### src/rtl/ame_pkg.sv
// ame_pkg: shared AME types and geometry
// for the Sobel sequencer and datapath.
package ame_pkg;

  localparam int SOBEL_TAPS = 6;
  localparam int SOBEL_OUT  = 4;

  typedef enum logic [2:0] {
    IDLE,
    RD_H,
    RD_V,
    WAIT,
    OUT
  } sobel_ctl_t;

  typedef enum logic {
    PASS_H,
    PASS_V
  } pass_t;

endpackage

### src/rtl/ame_sobel_ctrl.sv
// ame_sobel_ctrl: runs gx then gy passes through
// the shared Sobel datapath, captures both results.
import ame_pkg::*;

module ame_sobel_ctrl #(
  parameter int LINE_DATA_BITS = 7,
  parameter int COMP_DATA_BITS = 8,
  parameter int ADDR_BITS      = 6
) (
  input  logic                 clk_i,
  input  logic                 rst_n_i,
  input  logic                 req_valid_i,
  output logic                 req_ready_o,
  input  logic [ADDR_BITS-1:0] req_base_i,
  output logic                 rd_en_o,
  output logic                 rd_sel_o,
  output logic [ADDR_BITS-1:0] rd_addr_o,
  input  logic [SOBEL_TAPS*LINE_DATA_BITS-1:0] rd_data_i,
  output logic                 comp_init_o,
  output logic [SOBEL_TAPS*LINE_DATA_BITS-1:0] line_data_o,
  input  logic                 comp_done_i,
  input  logic [SOBEL_OUT*SOBEL_OUT*COMP_DATA_BITS-1:0] comp_data_i,
  output logic                 res_valid_o,
  input  logic                 res_ready_i,
  output logic [SOBEL_OUT*SOBEL_OUT*COMP_DATA_BITS-1:0] gx_o,
  output logic [SOBEL_OUT*SOBEL_OUT*COMP_DATA_BITS-1:0] gy_o
);

  localparam int RW = SOBEL_OUT * SOBEL_OUT * COMP_DATA_BITS;
  localparam logic [2:0] K_LAST = 3'(SOBEL_TAPS - 1);

  sobel_ctl_t r_state;
  sobel_ctl_t w_state_nxt;
  logic [2:0] r_k;
  logic [ADDR_BITS-1:0] r_base;
  pass_t r_pass;
  logic r_rd_dly;
  logic [RW-1:0] r_gx;
  logic [RW-1:0] r_gy;
  logic w_rd;
  logic w_last;
  logic w_cap;

  assign w_rd   = (r_state == RD_H) || (r_state == RD_V);
  assign w_last = w_rd && (r_k == K_LAST);
  // gy can only finish once both passes were issued
  assign w_cap  = comp_done_i &&
                  ((r_state == RD_V) || (r_state == WAIT));

  // State register
  always_ff @(posedge clk_i or negedge rst_n_i) begin
    if (!rst_n_i) r_state <= IDLE;
    else          r_state <= w_state_nxt;
  end

  // Next-state decode
  always_comb begin
    w_state_nxt = r_state;
    unique case (r_state)
      IDLE: if (req_valid_i) w_state_nxt = RD_H;
      RD_H: if (w_last) w_state_nxt = RD_V;
      RD_V: if (w_last) w_state_nxt = WAIT;
      WAIT: if (w_cap && r_pass == PASS_V)
              w_state_nxt = OUT;
      OUT:  if (res_ready_i) w_state_nxt = IDLE;
      default: w_state_nxt = IDLE;
    endcase
  end

  // Output decode
  always_comb begin
    req_ready_o = 1'b0;
    rd_en_o     = 1'b0;
    rd_sel_o    = 1'b0;
    rd_addr_o   = '0;
    comp_init_o = 1'b0;
    res_valid_o = 1'b0;
    unique case (r_state)
      IDLE: req_ready_o = 1'b1;
      RD_H, RD_V: begin
        rd_en_o     = 1'b1;
        rd_sel_o    = (r_state == RD_V);
        rd_addr_o   = r_base + ADDR_BITS'(r_k);
        comp_init_o = (r_k == 3'd0);
      end
      OUT: res_valid_o = 1'b1;
      default: ;
    endcase
  end

  // Window base latch and per-pass step counter
  always_ff @(posedge clk_i or negedge rst_n_i) begin
    if (!rst_n_i) begin
      r_base <= '0;
      r_k    <= '0;
    end else begin
      if (r_state == IDLE && req_valid_i)
        r_base <= req_base_i;
      if (w_last || !w_rd) r_k <= '0;
      else                 r_k <= r_k + 3'd1;
    end
  end

  // Read data lands one cycle after the strobe
  always_ff @(posedge clk_i or negedge rst_n_i) begin
    if (!rst_n_i) r_rd_dly <= 1'b0;
    else          r_rd_dly <= w_rd;
  end

  assign line_data_o = r_rd_dly ? rd_data_i : '0;

  // Route datapath results: first gx, then gy
  always_ff @(posedge clk_i or negedge rst_n_i) begin
    if (!rst_n_i) begin
      r_pass <= PASS_H;
      r_gx   <= '0;
      r_gy   <= '0;
    end else if (w_cap) begin
      if (r_pass == PASS_H) begin
        r_gx   <= comp_data_i;
        r_pass <= PASS_V;
      end else begin
        r_gy   <= comp_data_i;
        r_pass <= PASS_H;
      end
    end
  end

  assign gx_o = r_gx;
  assign gy_o = r_gy;

endmodule

### config.mk
export PLATFORM = sky130hd
export DESIGN_NAME = ame_sobel_ctrl
export DESIGN_NICKNAME = d
export VERILOG_FILES = /design/src/rtl/ame_pkg.sv /design/src/rtl/ame_sobel_ctrl.sv
export SDC_FILE = /design/constraint.sdc
export NUM_CORES = 1
export LEC_CHECK = 0
export BUFFER_PORTS_ARGS = -buffer_cell sky130_fd_sc_hd__clkbuf_2
export CAP_MARGIN = 20
export CORE_AREA = 4 4 189 191
export CTS_CLUSTER_SIZE = 14
export DETAILED_ROUTE_END_ITERATION = 10
export DIE_AREA = 0 0 193 195
export GPL_TIMING_DRIVEN = 0
export PLACE_DENSITY = 0.63
export SLEW_MARGIN = 20
export SYNTH_ARGS = -nofsm -noshare
export SYNTH_HDL_FRONTEND = slang
export SYNTH_SLANG_ARGS = --single-unit
export TNS_END_PERCENT = 20
### constraint.sdc
create_clock -name clk_i -period 1.6 [get_ports clk_i]
set_input_delay 0.16 -clock clk_i [delete_from_list [all_inputs] [get_ports clk_i]]
set_output_delay 0.16 -clock clk_i [all_outputs]
set_load 0.01 [all_outputs]
==> impl_metrics.tcl <==
set metrics [dict create \
    async_flop_share_pct 100 \
    ys_top_cells_by_area "dfrtp_1 64%, mux2_1 28%, and2_1 2.7%, buf_6 1.5%, buf_2 0.71%" \
    hold_class "input pin to async pin" \
    drt-pass1-iter-count 4 \
    fin_cells 1857 \
    synth.most_common_cell "dfrtp_1" \
    clk_latency_ps 560 \
    power_frac_comb_pct 45.1 \
    vias 8310 \
    period_minus_slack_ps 2190 \
    ys_seq_area_share_pct 63.6 \
    crit_path_cell_trace "buf_6, fa_2, a21oi_2, o21ai_1, a21oi_1, buf_2" \
    synth_edf_count 0 \
    synth_cells 667 \
    htreeDepth 1 \
    violations "negative setup slack" \
    reg2reg_depth 9 \
    yosys.area_share.xor_xnor_pct 0.330 \
    gp_congestion 0.788 \
    syn_nets 855 \
    cts_tree "yes" \
    io_buffers 489 \
    clockPowerShare_pct 20.6 \
    postRouteAntennaNets 0 \
    nets 1566 \
    slowest_stage "dfrtp_2" \
    avgSynthCellArea_sq_um 15.9 \
    slew_headroom_pct 66.8 \
    coreArea_sq_um 34100 \
    antenna_found_initial 0 \
    dp.cells 1614 \
    final_hold_viol_count 0 \
    pin_count 490 \
    fin_skew_ps 16.7 \
    pwr-share-seq_pct 34.4 \
    synthSimpleGateAreaFrac_pct 3.93 \
    drt-total-wl_mm 36.4 \
    area_growth_pct 71.7 \
    clockRootBuffer "clkbuf_16" \
    drv_slew 0 \
    p_switching_mw 11.8 \
    drive_above_1_share_pct 62.4 \
    worst-path-buf-inv 2 \
    drc_errors 0 \
    numClockSinks 270 \
    synth-adder-area-share_pct 0.895 \
    die_area_sq_um 37600 \
    swShare_pct 33.0 \
    power.density_nw_per_um2 1960 \
    ir_drop_v 0.00126 \
    drt_first_iter_violations 247 \
    syn_area_sq_um 10600 \
    timing.fmax_mhz 457 \
    n_antenna_cell 0 \
    synth_top_family_by_area "multiplexers" \
    clockBufferDepth 3 \
    p_leak_nw 9.37 \
    intPower_mw 24.0 \
    path_delay_family "flip-flops" \
    initial_utilization_pct 31.1 \
    crit_fanout 3 \
    max_slew.worst_pin.slew_ps 498 \
    synth_compound_area_share_pct 0.825 \
    die_y_um 195 \
    place_hpwl_mm 23.0 \
    crit_arrival_ps 2030 \
    grt_usage_pct 16.2 \
    grt-ovfl-total 0 \
    synth_top_area_cell "dfrtp_1" \
    criticalPathCategory "register to output port" \
    fp.dieW_um 193 \
    fin_util_pct 53.5 \
    numCtsBuffers 30 \
    synth_ff_type "dfrtp_1" \
    required_ps 1440 \
    yosysUniqueCellTypes 32 \
    grt_pass1_wl_mm 49.4 \
    setup_viol 175 \
    first_global_vias 8843 \
    synth_seq_cells 270 \
    synth_top_area_share_pct 63.6 \
    finalCritPeriodShare_pct 137 \
    yosys-mux-area-fraction_pct 27.7 \
    max_stage_delay_ps 440 \
    wl_per_cell_um 19.6 \
    yosysWarnings 0 \
    drv_cap 0 \
    end_kind "output port" \
    setup_slack_ps -589 \
    status "finished, violations left" \
    cp.depth 6 \
    placementRows 68 \
    grt_max_degree 92 \
    setup.worst_path.start_class "register" \
    vias_per_cell 4.47 \
    synth_commonest_cells "270 x dfrtp_1, 261 x mux2_1, 45 x and2_1, 15 x buf_2, 14 x buf_6" \
    rsz0062_at_grt "yes" \
    clk_pin_slew_ps 60 \
]
==> worst reg2reg max path, cell delays in order (launching register included) <==
cell,delay (ps)
dfrtp_2,430
buf_6,130
buf_6,100
nand3b_1,170
nor2_4,70
buf_12,150
buf_12,120
clkbuf_16,160
buf_12,140
mux2_4,300
==> final cells by class <==
class | instances | area, sq um
clock buffers | 41 | 863
plain buffers | 33 | 589
repair buffers | 681 | 4710
clock inverters | 15 | 203
inverters | 7 | 28.8
fillers | 2742 | 15900
multi-input cells | 355 | 4510
flip-flops and latches | 270 | 6770
well taps | 455 | 569
==> through the flow <==
stage,cell area [sq um],hold slack [ps],setup TNS [ps],power (mW),worst slack [ps]
floorplan,10600,-136,0,17.6,8.56
global placement,13600,380,-1465090,23.0,-5260
detailed placement,13700,117,-54030,23.3,-350
CTS,16600,78.5,-19190,32.1,-621
global route,18200,131,-47210,37.7,-680
finish,18200,97.8,-34960,35.8,-589
==> registers in the layout, indices dropped and copies added, names as in the netlist <==
name / count
r_state: 3
r_rd_dly: 1
r_k: 3
gy_o: 128
r_base: 6
gx_o: 128
r_pass: 1
==> layer usage <==
metal	global-route usage [%]	vias up	part of all wire, %
li1	-	3766	-
met1	20.1	4196	41
met2	28.2	298	50
met3	4.25	50	7.4
met4	3.99	0	1.9
met5	0	-	0
==> kinds of logic after synthesis <==
group	Yosys count
compound gates	15
xor+xnor	4
fa+ha+maj	7
buf+inv	42
flops	270
mux	261
simple gates	68
==> what timing repair did <==
action,CTS,global route
hold buffers,139,0
endpoints found under the hold margin,375,0
buffers inserted,18,15
pin swaps,11,7
cloned,2,15
gates resized for setup,88,291
endpoints found under the setup margin,280,238
==> worst paths after layout <==
check                                    start            to  slack (ps)
worst max-delay path                    r_k[1]  rd_addr_o[4]        -590
worst min-delay path                   rst_n_i      gx_o[84]         100
worst max register to register      r_state[1]      gx_o[21]        -300
worst min register to register      r_state[2]    r_state[1]         480
max in group asynchronous              rst_n_i      gx_o[11]         330
min in group clk_i              comp_data_i[4]       gy_o[4]         370
==> placed cells by master, fill, tap and decap left out, types with 16 or more instances in the layout <==
cell type,count
clkbuf_2,476
dfrtp_1,262
mux2_4,213
dlygate4sd3_1,138
mux2_1,48
clkbuf_16,45
and2_1,38
buf_12,29
buf_4,21
buf_6,16
==> power groups by stage <==
stage               clock network (mW)  registers [mW]  logic [mW]
floorplan                            0            13.4        4.14
global placement                     0            11.9        11.1
detailed placement                   0            12.1        11.3
CTS                               7.55            12.0        12.5
global route                      7.83            12.7        17.2
finish                            7.37            12.3        16.1
Note: power is estimated with default switching activity, not from simulation.
